### src/rtl/ram_port_arbiter_if.sv
// Requester-side command/response bundle for the RAM port arbiter.
// Signals: req/we/addr/wdata/lock (command), gnt/rvalid/rdata (response).
interface ram_port_arbiter_if #(
   parameter int AW = 12,
   parameter int DW = 16
);
   logic          req;
   logic          we;
   logic [AW-1:0] addr;
   logic [DW-1:0] wdata;
   logic          lock;
   logic          gnt;
   logic          rvalid;
   logic [DW-1:0] rdata;

   modport master (
      output req, we, addr, wdata, lock,
      input  gnt, rvalid, rdata
   );

   modport slave (
      input  req, we, addr, wdata, lock,
      output gnt, rvalid, rdata
   );
endinterface

### src/rtl/ram_port_arbiter.sv
// Round-robin arbiter/sequencer sharing one sync RAM between CPU and I/O.
// Ports: clk, rst (async high), cpu/io requester ifs, mem_* RAM pins.
module ram_port_arbiter #(
   parameter int AW = 12,
   parameter int DW = 16
) (
   input  logic              clk,
   input  logic              rst,
   ram_port_arbiter_if.slave cpu,
   ram_port_arbiter_if.slave io,
   output logic              mem_we,
   output logic [AW-1:0]     mem_addr,
   output logic [DW-1:0]     mem_wdata,
   input  logic [DW-1:0]     mem_rdata
);

   localparam logic [1:0] ARB      = 2'd0;
   localparam logic [1:0] LOCK_CPU = 2'd1;
   localparam logic [1:0] LOCK_IO  = 2'd2;

   logic [1:0]    state_q, state_d;
   // last winner: 0 = CPU, 1 = I/O
   logic          last_q, last_d;
   logic          we_q, we_d;
   logic [AW-1:0] addr_q, addr_d;
   logic [DW-1:0] wdata_q, wdata_d;
   // read pending pipe: {valid, owner}, owner 1 = I/O
   logic          p1v_q, p1v_d;
   logic          p1o_q, p1o_d;
   logic          p2v_q, p2o_q;
   logic          sel_cpu, sel_io;

   always_comb begin
      sel_cpu = 1'b0;
      sel_io  = 1'b0;
      unique case (state_q)
         LOCK_CPU: sel_cpu = 1'b1;
         LOCK_IO:  sel_io  = 1'b1;
         default: begin
            sel_cpu = cpu.req & (~io.req | last_q);
            sel_io  = io.req & ~sel_cpu;
         end
      endcase
   end

   // rst masks grants so nothing transfers while held in reset
   assign cpu.gnt = cpu.req & sel_cpu & ~rst;
   assign io.gnt  = io.req & sel_io & ~rst;

   always_comb begin
      state_d = state_q;
      last_d  = last_q;
      we_d    = 1'b0;
      addr_d  = addr_q;
      wdata_d = wdata_q;
      p1v_d   = 1'b0;
      p1o_d   = 1'b0;
      if (cpu.gnt) begin
         state_d = cpu.lock ? LOCK_CPU : ARB;
         last_d  = 1'b0;
         we_d    = cpu.we;
         addr_d  = cpu.addr;
         wdata_d = cpu.wdata;
         p1v_d   = ~cpu.we;
      end else if (io.gnt) begin
         state_d = io.lock ? LOCK_IO : ARB;
         last_d  = 1'b1;
         we_d    = io.we;
         addr_d  = io.addr;
         wdata_d = io.wdata;
         p1v_d   = ~io.we;
         p1o_d   = 1'b1;
      end
   end

   always_ff @(posedge clk or posedge rst) begin
      if (rst) begin
         state_q <= ARB;
         last_q  <= 1'b1;
         we_q    <= 1'b0;
         addr_q  <= '0;
         wdata_q <= '0;
         p1v_q   <= 1'b0;
         p1o_q   <= 1'b0;
         p2v_q   <= 1'b0;
         p2o_q   <= 1'b0;
      end else begin
         state_q <= state_d;
         last_q  <= last_d;
         we_q    <= we_d;
         addr_q  <= addr_d;
         wdata_q <= wdata_d;
         p1v_q   <= p1v_d;
         p1o_q   <= p1o_d;
         p2v_q   <= p1v_q;
         p2o_q   <= p1o_q;
      end
   end

   assign mem_we    = we_q;
   assign mem_addr  = addr_q;
   assign mem_wdata = wdata_q;

   assign cpu.rvalid = p2v_q & ~p2o_q;
   assign io.rvalid  = p2v_q & p2o_q;
   assign cpu.rdata  = mem_rdata;
   assign io.rdata   = mem_rdata;

endmodule

### src/flat_wrapper.sv
// flat-port wrapper written by rule: the top's interface ports become plain ports
module ram_port_arbiter_flat 
#(
   parameter int AW = 12,
   parameter int DW = 16
)
  (clk, rst, mem_we, mem_addr, mem_wdata, mem_rdata, cpu_req, cpu_we, cpu_addr, cpu_wdata, cpu_lock, cpu_gnt, cpu_rvalid, cpu_rdata, io_req, io_we, io_addr, io_wdata, io_lock, io_gnt, io_rvalid, io_rdata);
  ram_port_arbiter_if #(.AW(AW), .DW(DW)) cpu_i ();
  ram_port_arbiter_if #(.AW(AW), .DW(DW)) io_i ();
  input  logic clk;
  input  logic rst;
  output logic mem_we;
  output logic [AW-1:0] mem_addr;
  output logic [DW-1:0] mem_wdata;
  input  logic [DW-1:0] mem_rdata;
  input wire logic [$bits(cpu_i.req)-1:0] cpu_req;
  input wire logic [$bits(cpu_i.we)-1:0] cpu_we;
  input wire logic [$bits(cpu_i.addr)-1:0] cpu_addr;
  input wire logic [$bits(cpu_i.wdata)-1:0] cpu_wdata;
  input wire logic [$bits(cpu_i.lock)-1:0] cpu_lock;
  output wire logic [$bits(cpu_i.gnt)-1:0] cpu_gnt;
  output wire logic [$bits(cpu_i.rvalid)-1:0] cpu_rvalid;
  output wire logic [$bits(cpu_i.rdata)-1:0] cpu_rdata;
  input wire logic [$bits(io_i.req)-1:0] io_req;
  input wire logic [$bits(io_i.we)-1:0] io_we;
  input wire logic [$bits(io_i.addr)-1:0] io_addr;
  input wire logic [$bits(io_i.wdata)-1:0] io_wdata;
  input wire logic [$bits(io_i.lock)-1:0] io_lock;
  output wire logic [$bits(io_i.gnt)-1:0] io_gnt;
  output wire logic [$bits(io_i.rvalid)-1:0] io_rvalid;
  output wire logic [$bits(io_i.rdata)-1:0] io_rdata;
  assign cpu_i.req = cpu_req;
  assign cpu_i.we = cpu_we;
  assign cpu_i.addr = cpu_addr;
  assign cpu_i.wdata = cpu_wdata;
  assign cpu_i.lock = cpu_lock;
  assign cpu_gnt = cpu_i.gnt;
  assign cpu_rvalid = cpu_i.rvalid;
  assign cpu_rdata = cpu_i.rdata;
  assign io_i.req = io_req;
  assign io_i.we = io_we;
  assign io_i.addr = io_addr;
  assign io_i.wdata = io_wdata;
  assign io_i.lock = io_lock;
  assign io_gnt = io_i.gnt;
  assign io_rvalid = io_i.rvalid;
  assign io_rdata = io_i.rdata;
  ram_port_arbiter #(.AW(AW), .DW(DW)) u_core (.clk(clk), .rst(rst), .cpu(cpu_i), .io(io_i), .mem_we(mem_we), .mem_addr(mem_addr), .mem_wdata(mem_wdata), .mem_rdata(mem_rdata));
endmodule
### config.mk
export PLATFORM = sky130hd
export DESIGN_NAME = ram_port_arbiter_flat
export DESIGN_NICKNAME = d
export VERILOG_FILES = /design/src/rtl/ram_port_arbiter_if.sv /design/src/rtl/ram_port_arbiter.sv /design/src/flat_wrapper.sv
export SDC_FILE = /design/constraint.sdc
export NUM_CORES = 1
export LEC_CHECK = 0
export CELL_PAD_IN_SITES_DETAIL_PLACEMENT = 0
export CELL_PAD_IN_SITES_GLOBAL_PLACEMENT = 1
export CORE_MARGIN = 1
export CORE_UTILIZATION = 25
export DETAILED_ROUTE_END_ITERATION = 7
export GPL_TIMING_DRIVEN = 0
export PLACE_DENSITY = 0.87
export SKIP_LAST_GASP = 1
export SLEW_MARGIN = 40
export SYNTH_ARGS = -nofsm -noshare
export SYNTH_HDL_FRONTEND = slang
export SYNTH_SLANG_ARGS = --single-unit
### constraint.sdc
create_clock -name clk -period 2 [get_ports clk]
set_input_delay 0.3 -clock clk [delete_from_list [all_inputs] [get_ports clk]]
set_output_delay 0.3 -clock clk [all_outputs]
set_load 0.01 [all_outputs]
==> metrics.md <==
| Metric | Value |
|---|---|
| Routed Antenna Nets | 0 |
| Total power | just over 5 mW |
| Achievable Freq | between 400 and 500 MHz |
| Slew HR | 0.629 |
| Main combinational cell family by area after synthesis | simple AND/OR/NAND/NOR gates |
| Post-DR wirelength/cell | about 17 um |
| Clk sinks | 36 |
| Synthesized area | approximately 2200 um^2 |
| Post-synthesis mux area share | 0.00507 |
| Wirelength, routed | between 8000 and 9000 um |
| Skew final | about 6.2 ps |
| H-tree level count | 2 |
| Reg clk slew, reported paths | 70 ps |
| PwrDens | 1340 nW/um^2 |
| Final Non-Filler Cells | about 500 |
| Maximum number of pins on one net before global-route repair | 22 |
| CTS Hold Bufs | 0 |
| Violated checks | setup timing |
| Final nets | between 400 and 500 |
| Crit path kind | flop to output port |
| Buffers on Ports | between 100 and 150 |
| First-pass GRT wire length | ~12000 um |
| Clk_lat worst skew | about 290 ps |
| Crit end category | output port |
| Synth cell types | 27 |
| Max-cap violation count | 0 |
| Area added between synthesis and finish | 73.7% |
| Sequential cell area | ~900 um^2 |
| Startpoint types | flop |
| RSZ-0062 raised after global routing | yes |
| Core area | between 8000 and 9000 um^2 |
| Root Buffer | clkbuf_8 |
| Total congestion overflow | 0 |
| Sum of negative setup slack | -102 ps |
| Min cycle time layout | 2080 ps |
| Die Ht | just under 100 um |
| HPWL after detailed placement | 5930 um |
| Period utilisation layout | 1.04 |
| Fin. max-slew vios | 0 |
| Layout cell share with drive strength beyond 1 | 0.183 |
| Area of the multi-input gates | between 900 and 1000 um^2 |
| ANT cells | 0 |
| Synth Area in Simple Gates | 0.203 |
| Mapped Nets | 326 |
| Final worst setup slack | -80.9 ps |
| Initial DRT Pass Iterations | 5 |
| Total CTS buffers | 5 |
| Worst slew pin tran | between 500 and 600 ps |
| Sequential cell area fraction in the yosys report | 0.406 |
| FF+latch count, synth | 36 |
| Max IR drop VDD | 0.436 mV |
| Syn avg cell area | approximately 9.1 um^2 |
| Final Cell Area | 3850 um^2 |
| Worst Path Required | about 1700 ps |
| Worst Path Arrival | around 1800 ps |
| Syn. warnings | 0 |
| Routability congestion estimate | ~0.8 |
| Vias per cell | about 5.3 |
| Die Span X | ~96 um |
| I/O Pins | approximately 150 |
| Total die area | just over 9000 um^2 |
| Remaining DRCs | 0 |
| CTS tree | built |
| # setup viols final | 2 |
| Placed cells | 481 |
| Initial antenna violation count | 0 |
| Via count | 2610 |
| Fillers | 862 |
| Clock Path Buffers | 2 |
| Compound-cell area share of the yosys netlist | 0.193 |
| Row cnt | 34 |
| Leak Pwr | 1.50 nW |
| Gr usage total | 0.175 |
| Class of the worst hold path | flop to flop |
| Status | complete, but fails checks |
| Hold Vio Cnt, Final | 0 |
| Post-Syn Instances | ~240 |
| Final Util | 0.444 |
| Vias in the first global route | about 2.6k |
| Initial core utilization | 0.256 |
| Adder-cell share of the synthesized area | 0.0113 |
| Placed inst area | between 3000 and 4000 um^2 |
| DRT iter0 DRCs | 137 |
| CP max FO | 6 |
| XOR/XNOR Fraction of Synth Area | 0 |
## through the flow
stage / setup slack [ps] / hold WS [ps]
floorplan: 220 / 331
global placement: -468 / 336
detailed placement: -482 / 335
CTS: -91.4 / 351
global route: -137 / 370
finish: -80.9 / 350
## synthesized netlist by cell type
library cell,number,area (um^2)
buf_6,1,11.3
and3b_1,1,8.76
nand2b_1,2,12.5
a21oi_1,1,5.00
and3_1,1,6.26
or3_1,1,6.26
clkbuf_1,16,60.1
nor4_1,29,181
nand4_1,29,181
mux2_2,1,11.3
nor2_1,3,11.3
a31o_1,1,8.76
dfrtp_1,35,876
or4_1,1,7.51
nor2b_1,2,12.5
buf_4,32,240
dfstp_2,1,26.3
and2_1,1,6.26
or2_2,1,6.26
buf_1,5,18.8
o31ai_1,30,225
nand3_1,2,10.0
o21a_1,1,7.51
buf_2,10,50.1
a31oi_1,29,181
inv_1,6,22.5
ha_1,2,25.0
## metal layers
layer | track usage | wire length (um)
met1 | 0.210 | 3240
met2 | 0.306 | 4170
met5 | 0 | 0
met3 | 0.0379 | 802
met4 | 0.0622 | 85
## critical path, cell delays in order (launching register included)
cell     delay, ps
dfrtp_1        440
ha_4           280
and3b_2        210
or3_4          390
inv_4           80
buf_6          100
## what timing repair did
item | in CTS | in global routing
cloned | 0 | 0
gates resized for setup | 16 | 6
endpoints found under the hold margin | 0 | 0
endpoints found under the setup margin | 13 | 20
setup buffers | 5 | 3
pin swaps | 1 | 2
## sequential cells by signal, summed over array words and instances, names as in the netlist
name              cells
u_core.state_q        2
u_core.p1o_q          1
u_core.p1v_q          1
u_core.mem_addr      12
u_core.mem_wdata     16
u_core.p2o_q          1
u_core.last_q         1
u_core.p2v_q          1
u_core.mem_we         1
## report_power, final
group / internal [mW] / leakage [nW] / switching (mW)
registers: 1.10 / 0.427 / 0.222
logic: 1.47 / 1.02 / 1.74
clock network: 0.370 / 0.0552 / 0.271
## worst paths after layout
kind	from	end	slack [ps]	depth (start not counted)
worst max-delay path	u_core.state_q[1]	cpu_gnt	-80	5
min in group asynchronous	rst	u_core.mem_wdata[10]	400	2
worst min-delay path	u_core.p1o_q	u_core.p2o_q	350	0
max in group asynchronous	rst	u_core.last_q	1080	3
worst max register to register	u_core.state_q[1]	u_core.mem_wdata[10]	70	7
worst min register to register	u_core.p1o_q	u_core.p2o_q	350	0
## cell families (layout without fill, tap and decap cells)
family	after synthesis	count (layout)
simple gates	73	73
flops	36	36
buf+inv	70	213
fa+ha+maj	2	2
mux	1	1
compound gates	62	62
## cell type report
| class | count | area share |
|---|---|---|
| buffer | 62 | 0.0970 |
| clock buffer | 6 | 0.0188 |
| clock inverter | 2 | 0.00909 |
| inverter | 6 | 0.00649 |
| multi-input combinational | 138 | 0.244 |
| sequential | 36 | 0.234 |
| tap | 108 | 0.0351 |
| timing repair buffer | 137 | 0.355 |
## layout by cell type (no fill, tap or decap), types with 2 or more instances in the layout
cell type,synthesis,layout
clkbuf_8,0,5
dfrtp_1,35,35
inv_2,0,2
buf_4,32,40
inv_1,6,3
nand4_1,29,29
o31ai_1,30,30
nor4_1,29,29
nand2b_1,2,2
clkbuf_1,16,14
nor2b_1,2,2
clkdlybuf4s50_1,0,126
buf_2,10,10
buf_6,1,2
a31oi_1,29,29
nor2_1,3,3
buf_1,5,5
(Power assumes the default switching activity.)
==> edit: new RTL, config.mk and constraints unchanged <==
`AW` is set to 12 in 3 places; all go to 11.
--- a/src/rtl/ram_port_arbiter_if.sv
+++ b/src/rtl/ram_port_arbiter_if.sv
@@ -2,5 +2,5 @@
 // Signals: req/we/addr/wdata/lock (command), gnt/rvalid/rdata (response).
 interface ram_port_arbiter_if #(
-   parameter int AW = 12,
+   parameter int AW = 11,
    parameter int DW = 16
 );
--- a/src/rtl/ram_port_arbiter.sv
+++ b/src/rtl/ram_port_arbiter.sv
@@ -2,5 +2,5 @@
 // Ports: clk, rst (async high), cpu/io requester ifs, mem_* RAM pins.
 module ram_port_arbiter #(
-   parameter int AW = 12,
+   parameter int AW = 11,
    parameter int DW = 16
 ) (
--- a/src/flat_wrapper.sv
+++ b/src/flat_wrapper.sv
@@ -2,5 +2,5 @@
 module ram_port_arbiter_flat 
 #(
-   parameter int AW = 12,
+   parameter int AW = 11,
    parameter int DW = 16
 )
Ports: changed (resized cpu_addr, io_addr and mem_addr); port bits go from 145 to 142. No check against the original RTL was run, so the function may have changed too.
==> edit against the unedited design <==
- clock power shrank 10%
- final area shrank 4.0%
- first-iteration DRC count is 5.1% higher
- routed wire length fell by 8.5%
- non-clock buffer count down 11
- area after synthesis is 2.0% lower
- fmax increased by 4.3%
- sequential cell count decreased by 1
- total power shrank 5.4%
- synthesized cell count down 2.9%
- worst setup slack improved by 0.086 ns
- critical endpoint unchanged
- largest cell class unchanged
- largest power group unchanged
- highest routed layer unchanged
==> edit: results (changes against the unedited design) <==
* Status: finished, final reports clean
* Top cells by area, synth: dfrtp_1 39%, buf_4 12%, o31ai_1 10%, a31oi_1 8.1%, nand4_1 8.1%
* CP max FO at 6 (unchanged)
* PortBufs at 125 (-2.3%)
* H-tree Lvls at 2 (unchanged)
* WL met1 at 3.243 mm (+0.15%)
* Placed cell areas at 0.003557 mm2 (-2.9%)
* Synth top cells by count: 34 x buf_4, 34 x dfrtp_1, 29 x o31ai_1
* Post-Synthesis Net Count at 317 (-2.8%)
* Hold crit path type: reg -> reg
* Met3 wire length at 787 um (-1.9%)
* Grt met1 use at 23.34% (+2.4 points)
* PwrDens at 1324 mW/mm2 (-1.5%)
* GR Util met2 at 28.81% (-1.7 points)
* WP data arrival at 1.69 ns (-0.09 ns)
* Leakage power total at 1.452 nW (-3.0%)
* Max Freq at 501.4 MHz (+4.3%)
* Yosys warns at 0 (unchanged)
* CTS Buf Count at 5 (unchanged)
* Sequential element share of the synthesized area at 40.33% (-0.31 points)
* Switching part of the total at 43.41% (+0.21 points)
* GRT Util Overall at 17.50% (about the same)
* Final std cells w/o fill at 476 (-3.8%)
* Max VDD drop at 0.0005701 V (+31%)
* Fraction of layout cells with a size suffix above 1 at 19.95% (+1.6 points)
* Avg WL per Cell at 15.94 um (-4.8%)
* Syn Inst Count at 237 (-2.9%)
* HPWL after DPL at 5.504 mm (-7.2%)
* Number of DRC markers in iteration 0 at 144 (+5.1%)
* Total number of vias at 2,468 (-5.4%)
* 1st-pass router iterations at 4 (-1)
* Rel. slew slack at 58.77% (-4.1 points)
* Critical Path Start: u_core.state_q[0]
* Setup Skew at 0.007447 ns (+0.001245 ns)
* First-pass GRT wire length at 12.28 mm (-1.2%)
* Nets@finish at 450 (-3.8%)
* Placer Congestion at 0.7507 (-6.1%)
* Fill cell count at 814 (-5.6%)
* Root Driver: clkbuf_8
* Met2 wire len at 3.518 mm (-16%)
* M3 GR Usage at 4.386% (+0.59 points)
* Combinational power at 3.05 mW (-5%)
* Clock power share at 11.8% (-0.6 points)
* Placed cells at 467 (-2.9%)
* Largest net degree at the start of global routing at 36 (+64%)
* Vias in the first global route at 2,460 (-5.0%)
* Synth unique cells at 29 (+7.4%)
-- edit: final timing paths --
| kind | cells after the start | end | slack (ns) |
|---|---|---|---|
| setup reg to reg | 8 | u_core.mem_wdata[9] | 0.10 |
| setup / recovery | 6 | cpu_gnt | 0.006 |
| hold reg to reg | 0 | u_core.p2o_q | 0.35 |
| min in group asynchronous | 2 | u_core.mem_wdata[0] | 0.46 |
| max in group asynchronous | 2 | u_core.last_q | 1.16 |
| hold / removal | 0 | u_core.p2o_q | 0.35 |
-- edit: final cells by class --
| type | instances | area share, % |
|---|---|---|
| buffer | 58 | 9.939 |
| clock buffer | 8 | 2.705 |
| inverter | 6 | 0.7099 |
| multi-input combinational | 134 | 24.68 |
| sequential | 35 | 23.70 |
| tap | 105 | 3.550 |
| timing repair buffer | 130 | 34.72 |
-- edit: logic make-up after synthesis --
logic type      Yosys count  share of synthesized area, %
simple gates             71                         20.25
buf+inv                  68                         18.70
compound gates           60                         19.05
flops                    35                         40.33
fa+ha+maj                 2                         1.151
mux                       1                        0.5178
-- edit: critical path: stages (launching register included) --
cell and delay, ns:
dfrtp_1 0.39, inv_2 0.09, ha_4 0.22, and3b_1 0.18, or3_4 0.36, inv_4 0.07, buf_6 0.09
-- edit: metrics by stage --
stage          worst slack, ns  util [%]
6_report              0.005598     44.60
5_1_grt               -0.04149     44.60
4_1_cts               -0.04219     44.58
3_5_place_dp           -0.5302     42.86
3_3_place_gp           -0.5134     42.86
2_1_floorplan           0.1643         -
-- edit: what timing repair did --
| action | CTS | global route |
|---|---|---|
| pin swaps | 1 | 1 |
| setup endpoints to repair | 9 | 22 |
| endpoints found under the hold margin | 0 | 0 |
| hold buffers | 0 | 0 |
| gates resized for setup | 14 | 9 |
| gates cloned | 0 | 0 |
| buffers inserted | 5 | 0 |
